File: src/rtl/bite_delay_timer.sv
// Random-delay "fish bite" timer: arms from LFSR bits, counts timebase ticks,
// and emits a one-cycle Expired pulse. The LFSR free-runs only while idle.
module bite_delay_timer #(
    parameter int MIN_DELAY = 1000,
    parameter int RAND_BITS = 12,
    parameter int CNT_W     = 16
) (
    input  logic             CLK,
    input  logic             RST,
    input  logic             Start,
    input  logic             Cancel,
    input  logic             Tick,
    input  logic [15:0]      RandVal,
    output logic             LfsrRun,
    output logic             Busy,
    output logic             Expired,
    output logic [CNT_W-1:0] Remaining,
    output logic [CNT_W-1:0] Delay,
    output logic [1:0]       fsm_state
);

    typedef enum logic [1:0] {
        IDLE  = 2'd0,
        COUNT = 2'd1,
        FIRE  = 2'd2
    } state_t;

    localparam logic [CNT_W-1:0] MIN_C = CNT_W'(MIN_DELAY);

    state_t           state;
    state_t           state_n;
    logic [CNT_W-1:0] remaining_n;
    logic [CNT_W-1:0] delay_n;
    logic [CNT_W-1:0] new_delay;

    // Parameter legality guarantees this sum fits in CNT_W bits.
    assign new_delay = MIN_C + CNT_W'(RandVal[RAND_BITS-1:0]);

    always_ff @(posedge CLK) begin
        if (RST) begin
            state     <= IDLE;
            Remaining <= '0;
            Delay     <= '0;
        end else begin
            state     <= state_n;
            Remaining <= remaining_n;
            Delay     <= delay_n;
        end
    end

    always_comb begin
        state_n     = state;
        remaining_n = Remaining;
        delay_n     = Delay;
        case (state)
            IDLE: begin
                if (Start && !Cancel) begin
                    delay_n     = new_delay;
                    remaining_n = new_delay;
                    state_n     = COUNT;
                end
            end
            COUNT: begin
                if (Cancel) begin
                    remaining_n = '0;
                    state_n     = IDLE;
                end else if (Tick) begin
                    // A zero count also fires so Remaining can never wrap.
                    if (Remaining <= CNT_W'(1)) begin
                        remaining_n = '0;
                        state_n     = FIRE;
                    end else begin
                        remaining_n = Remaining - CNT_W'(1);
                    end
                end
            end
            FIRE: begin
                state_n = IDLE;
            end
            default: begin
                state_n     = IDLE;
                remaining_n = '0;
            end
        endcase
    end

    assign LfsrRun   = (state == IDLE);
    assign Busy      = (state == COUNT) || (state == FIRE);
    assign Expired   = (state == FIRE);
    assign fsm_state = state;

endmodule

File: config.mk
export PLATFORM = sky130hd
export DESIGN_NAME = bite_delay_timer
export DESIGN_NICKNAME = d
export VERILOG_FILES = /design/src/rtl/bite_delay_timer.sv
export SDC_FILE = /design/constraint.sdc
export NUM_CORES = 1
export LEC_CHECK = 0
export ABC_AREA = 1
export CAP_MARGIN = 0
export CORE_MARGIN = 8
export CORE_UTILIZATION = 40
export CTS_BUF_LIST = sky130_fd_sc_hd__clkbuf_16
export CTS_CLUSTER_DIAMETER = 40
export DETAILED_ROUTE_END_ITERATION = 10
export GPL_TIMING_DRIVEN = 0
export PLACE_DENSITY = 0.84
export SLEW_MARGIN = 25
export SYNTH_ARGS = -nofsm -noshare
export SYNTH_HDL_FRONTEND = slang
export SYNTH_SLANG_ARGS = --single-unit
File: constraint.sdc
create_clock -name CLK -period 1.4 [get_ports CLK]
set_clock_uncertainty 0.1 [all_clocks]
set_input_delay 0.21 -clock CLK [delete_from_list [all_inputs] [get_ports CLK]]
set_output_delay 0.21 -clock CLK [all_outputs]
set_load 0.01 [all_outputs]
# [After elaboration in Yosys (flattened, before gate mapping)]
# Index checks and enable logic that the tools add are counted.
[totals] word_cells=29 reg_bits=34 output_inout_bits=37
[classes] magnitude_cmp=1 bitwise_logic=1 n_mux=10 addsub=2 eq_ne=5 reduce_logical=7
[op_table] op="$mux 16" count=4
[op_table] op="$pmux 16 s3" count=1
[op_table] op="$le 16x1->1 const B" count=1
[op_table] op="$sub 16x1->16 const B" count=1
[op_table] op="$add 10x12->13 const A" count=1
[op_table] op="$mux 2" count=4
[op_table] op="$ne 3x3->1 const B" count=2
[op_table] op="$reduce_and 3->1" count=2
[op_table] op="$pmux 2 s2" count=1
[op_table] op="$eq 2x1->1 const B" count=1
[op_table] op="$eq 2x2->1 const B" count=1
[op_table] op="$logic_not 2->1" count=1
[op_table] op="$ne 2x1->1 const B" count=1
[op_table] op="$reduce_and 2->1" count=1
[op_table] op="$logic_and 1x1->1" count=1
[op_table] op="$logic_not 1->1" count=1
[op_table] op="$logic_or 1x1->1" count=1
[op_table] op="$not 1->1" count=1

# [Depth between registers and ports, before layout]
[logic_depth] ltp_word=5 depth_mapped=13 mapped_depth_nobuf=13

# [Least setup slack after synthesis]
# No wires, ideal clock.
[synth_timing] path_type="register to register" start="register state[0] (netlist: fsm_state[0])" end="register Remaining[2]" arrival_ns=1.451 n_path_buf=1 t_required_ns=1.172 path_stages_with_launch=10 period_less_slack_ns=1.679 path_slack_ns=-0.279 setup_time_ns=0.128 path_cell_list="dfxtp_1 inv_1 ha_1 buf_2 nor2_1 nor2_4 nand2_4 inv_4 a21oi_1 nor2_1"
[synth_via] elab_chain_cells=3 elab_cells_between_ends=8
[synth_rtl] item="start, declared" line="30" source="state_t state;"
[synth_rtl] item="start signal, assigned" line="45" source="state <= state_n;"
[synth_rtl] item="$logic_not 2->1 *"
[synth_rtl] item="net LfsrRun" line="14" source="output logic LfsrRun,"
[synth_rtl] item="$ne 2x1->1 (no source line)"
[synth_rtl] item="$reduce_and 3->1 (no source line)"
[synth_rtl] item="end signal, assigned" line="46" source="Remaining <= remaining_n;"
[synth_rtl] item="end, declared" line="17" source="output logic [CNT_W-1:0] Remaining,"
# Mark *: on every way through the listed nets, which the timed path passes. The rest lies on a longest branch.
# A chain may end at the register's enable or synchronous reset.

# [Worst setup path after layout]
[layout_timing] start="register Remaining[1]" end="register Remaining[2]"
[layout_via] elab_chain_cells=5 elab_cells_between_ends=6
[layout_rtl] item="$sub 16x1->16 / $le 16x1->1 (equally long branches)" line="73, 69"
[layout_rtl] item="$mux 16 *" line="69" source="if (Remaining <= CNT_W'(1)) begin"
[layout_rtl] item="$mux 16 *" line="67" source="end else if (Tick) begin"
[layout_rtl] item="$mux 16 *" line="64" source="if (Cancel) begin"
[layout_rtl] item="$pmux 16 s3 *" line="55" source="case (state)"
# Mark *: on every way between the ends. The rest lies on a longest branch, timed or not. The select of a mux whose other input is x is not followed.

==> metrics.md <==
| Metric | Value |
|---|---|
| Register area share after synthesis | `around a third` |
| Commonest non-fill, non-tap cell in the layout | `nand2_1` |
| Die Y | `about 86 um` |
| Final slew viol count | `0` |
| Syn_area_per_cell | `between 6 and 7 um^2` |
| Dpl cells | `between 300 and 400` |
| H-tree Lvls | `2` |
| CTS root buf | `clkbuf_16` |
| Layout filler cell count | `about 380` |
| GR Overflow Total | `0` |
| Netlist cell types | `36` |
| Final instance area | `3087 um^2` |
| Most used cell, CP | `nand2_2` |
| Worst-margin pin slew | `643.6 ps` |
| Longest Clk Path Bufs | `2` |
| Peak supply drop | `904.6 uV` |
| Vias in the first global route | `~2100` |
| Max FO, Critical Path | `6` |
| Most frequent cells in the layout | `63 x nand2_1, 34 x dlygate4sd2_1, 27 x buf_4` |
| WP data arrival | `1720 ps` |
| Crit start category | `register` |
| Number of vias per cell | `slightly above 5` |
| DR iter-0 viols | `between 150 and 200` |
| DRC errors left | `0` |
| Final setup viols | `30` |
| Layout cells sized above 1 | `34.77%` |
| Crit Path Category | `register to register` |
| CP max-delay cell | `dfxtp_2` |
| Violated checks | `negative setup slack` |
| Pin count of the biggest net entering global routing | `11` |
| Core Rows | `25` |
| RSZ-0062 raised after global routing | `true` |
| Final Net Count | `between 300 and 400` |
| Max transition margin | `about 57%` |
| Worst hold path type | `primary input to register` |
| Final period utilization | `119.0%` |
| Num ports | `58` |
| DR WL/cell | `15.03 um` |
| Yosys top cell by area | `dfxtp_1` |
| Non-Filler Instances | `around 430` |
| FF+latch count, synth | `31` |
| Initial antenna violation count | `0` |
| Multi-input gate area | `about 1400 um^2` |
| Final hold vios | `0` |
| N_diodes | `0` |
| Period minus WS final | `about 1700 ps` |
| DRT Pass-1 Iters | `4` |
| Post-Route WL | `approximately 6.4 mm` |
| CP required | `1450 ps` |
| Cells after synthesis | `approximately 290` |
| Synthesized area | `about 1900 um^2` |
| Setup slack after layout | `-265.7 ps` |
| Max Fclk | `~600 MHz` |
| CTS sink cnt | `31` |
| Via count | `2200` |
| CP Cell Sequence | `inv_2, ha_1, inv_1, nand2_2, nand2_2, nor2_2, nand3_2, nand2_4, inv_6, nand2_8, inv_8, a21oi_2, nor2_1` |
| Syn. warnings | `0` |
| Hold_buf cts | `0` |
| Worst setup EP type | `register` |
| Status | `finished, violations left` |
| CTS clk-pin slew, worst paths | `~50 ps` |
| Leakage Power | `~1.5 nW` |
| Util after Layout | `about two thirds` |
| Reg area | `about 640 um^2` |
| Die Area | `roughly 7300 um^2` |
| Post-DP HPWL | `about 4.2 mm` |
| CTS Buf Count | `5` |
| Area after DPL | `2587 um^2` |
| Min Hold Slack | `303.7 ps` |
| First-pass GRT wire length | `around 10 mm` |
| Worst path max stage delay | `around 320 ps` |
| Initial Util | `about two fifths` |
| Synth area leaders | `dfxtp_1 32%, nand2_1 14%, inv_1 6.6%` |
| Area share of the largest cell type after synthesis | `31.94%` |
| Maxcap violations | `0` |
| Core Footprint | `4692 um^2` |
| Post-route ant nets | `0` |
| Clock Latency Late Sink | `roughly 280 ps` |
| GRT Total Usage | `16.96%` |
| Port-buffer cells | `50` |
| Area grow syn2layout | `58.85%` |
| Die width | `roughly 86 um` |
| Power Density | `1322 nW/um^2` |
| RD Place Congestion | `0.8833` |
| CTS tree | `built` |
-- cells by family after synthesis --
kind of cell	share of synthesized area [%]
and+or+nand+nor	32.65
xor gates and xnor gates	6.761
buffers and inverters	11.33
other	0.1930
DFF	31.94
AOI/OAI and AO/OA	13.26
adders and majority gates	3.863
-- worst max-delay path, delay by kind of cell, from the launching register on --
kind / cells / cell delay, ps
compound gates: 1 / 130
flops: 1 / 320
buf+inv: 4 / 240
fa+ha+maj: 1 / 140
simple gates: 7 / 590
-- timing repair --
item                                    4_1_cts  5_1_grt
pin swaps                                    23       18
endpoints found under the hold margin         0        0
buffers inserted                             15        5
gates resized for setup                      96       38
cloned                                        2        0
endpoints found under the setup margin       64       32
-- power by group --
group | internal, mW | switching (mW) | total, mW
clock | 0.641 | 0.393 | 1.03
sequential | 0.997 | 0.120 | 1.12
combinational | 0.825 | 1.10 | 1.93
-- cell usage after synthesis, drive strengths merged --
library cell,count
nand2,78
inv,40
nor2,37
dfxtp,31
a21oi,19
o21ai,18
nand3,16
xor2,13
buf,8
ha,6
o21a,4
clkbuf,2
nand4,2
o211ai,2
xnor2,2
a22oi,1
a31oi,1
and2,1
clkinv,1
conb,1
nand3b,1
nor3,1
nor3b,1
nor4,1
o21bai,1
o22ai,1
-- per-stage QoR --
stage	TNS (ps)	power [mW]	setup WS, ps
6_report	-4075	4.080	-265.7
5_1_grt	-6254	4.313	-351.0
4_1_cts	-3408	3.884	-227.4
3_5_place_dp	-10660	2.716	-529.6
3_3_place_gp	-9398	2.672	-460.1
2_1_floorplan	-847.6	2.212	-90.34
-- metal layers --
metal	global-route usage [%]	vias up	share of wire, %	routed length [um]
li1	-	1066	-	-
met1	17.80	1010	38	2443
met2	29.90	106	51	3236
met3	5.062	18	8.2	525
met4	8.758	0	2.8	182
met5	0	-	0	0
-- cell type report --
class	count	share of cell area [%]
repair buffers	72	19.98
clock buffers	5	4.054
inverters	41	5.959
well taps	54	2.189
flip-flops and latches	31	20.67
plain buffers	10	2.675
multi-input cells	209	44.06
clock inverters	3	0.4054
-- sequential cells by signal, summed over array words and instances, names as in the netlist --
name / cells
Remaining: 16
fsm_state: 2
Delay: 13
-- final timing paths --
path | endpoint | cells after the start | slack, ps | from
worst max-delay path | Remaining[2] | 13 | -270 | Remaining[1]
worst min-delay path | Delay[3] | 4 | 300 | RandVal[3]
worst max register to register | Remaining[2] | 13 | -270 | Remaining[1]
worst min register to register | Delay[2] | 2 | 360 | Delay[2]
No activity file was read; power rests on OpenSTA's default activity.
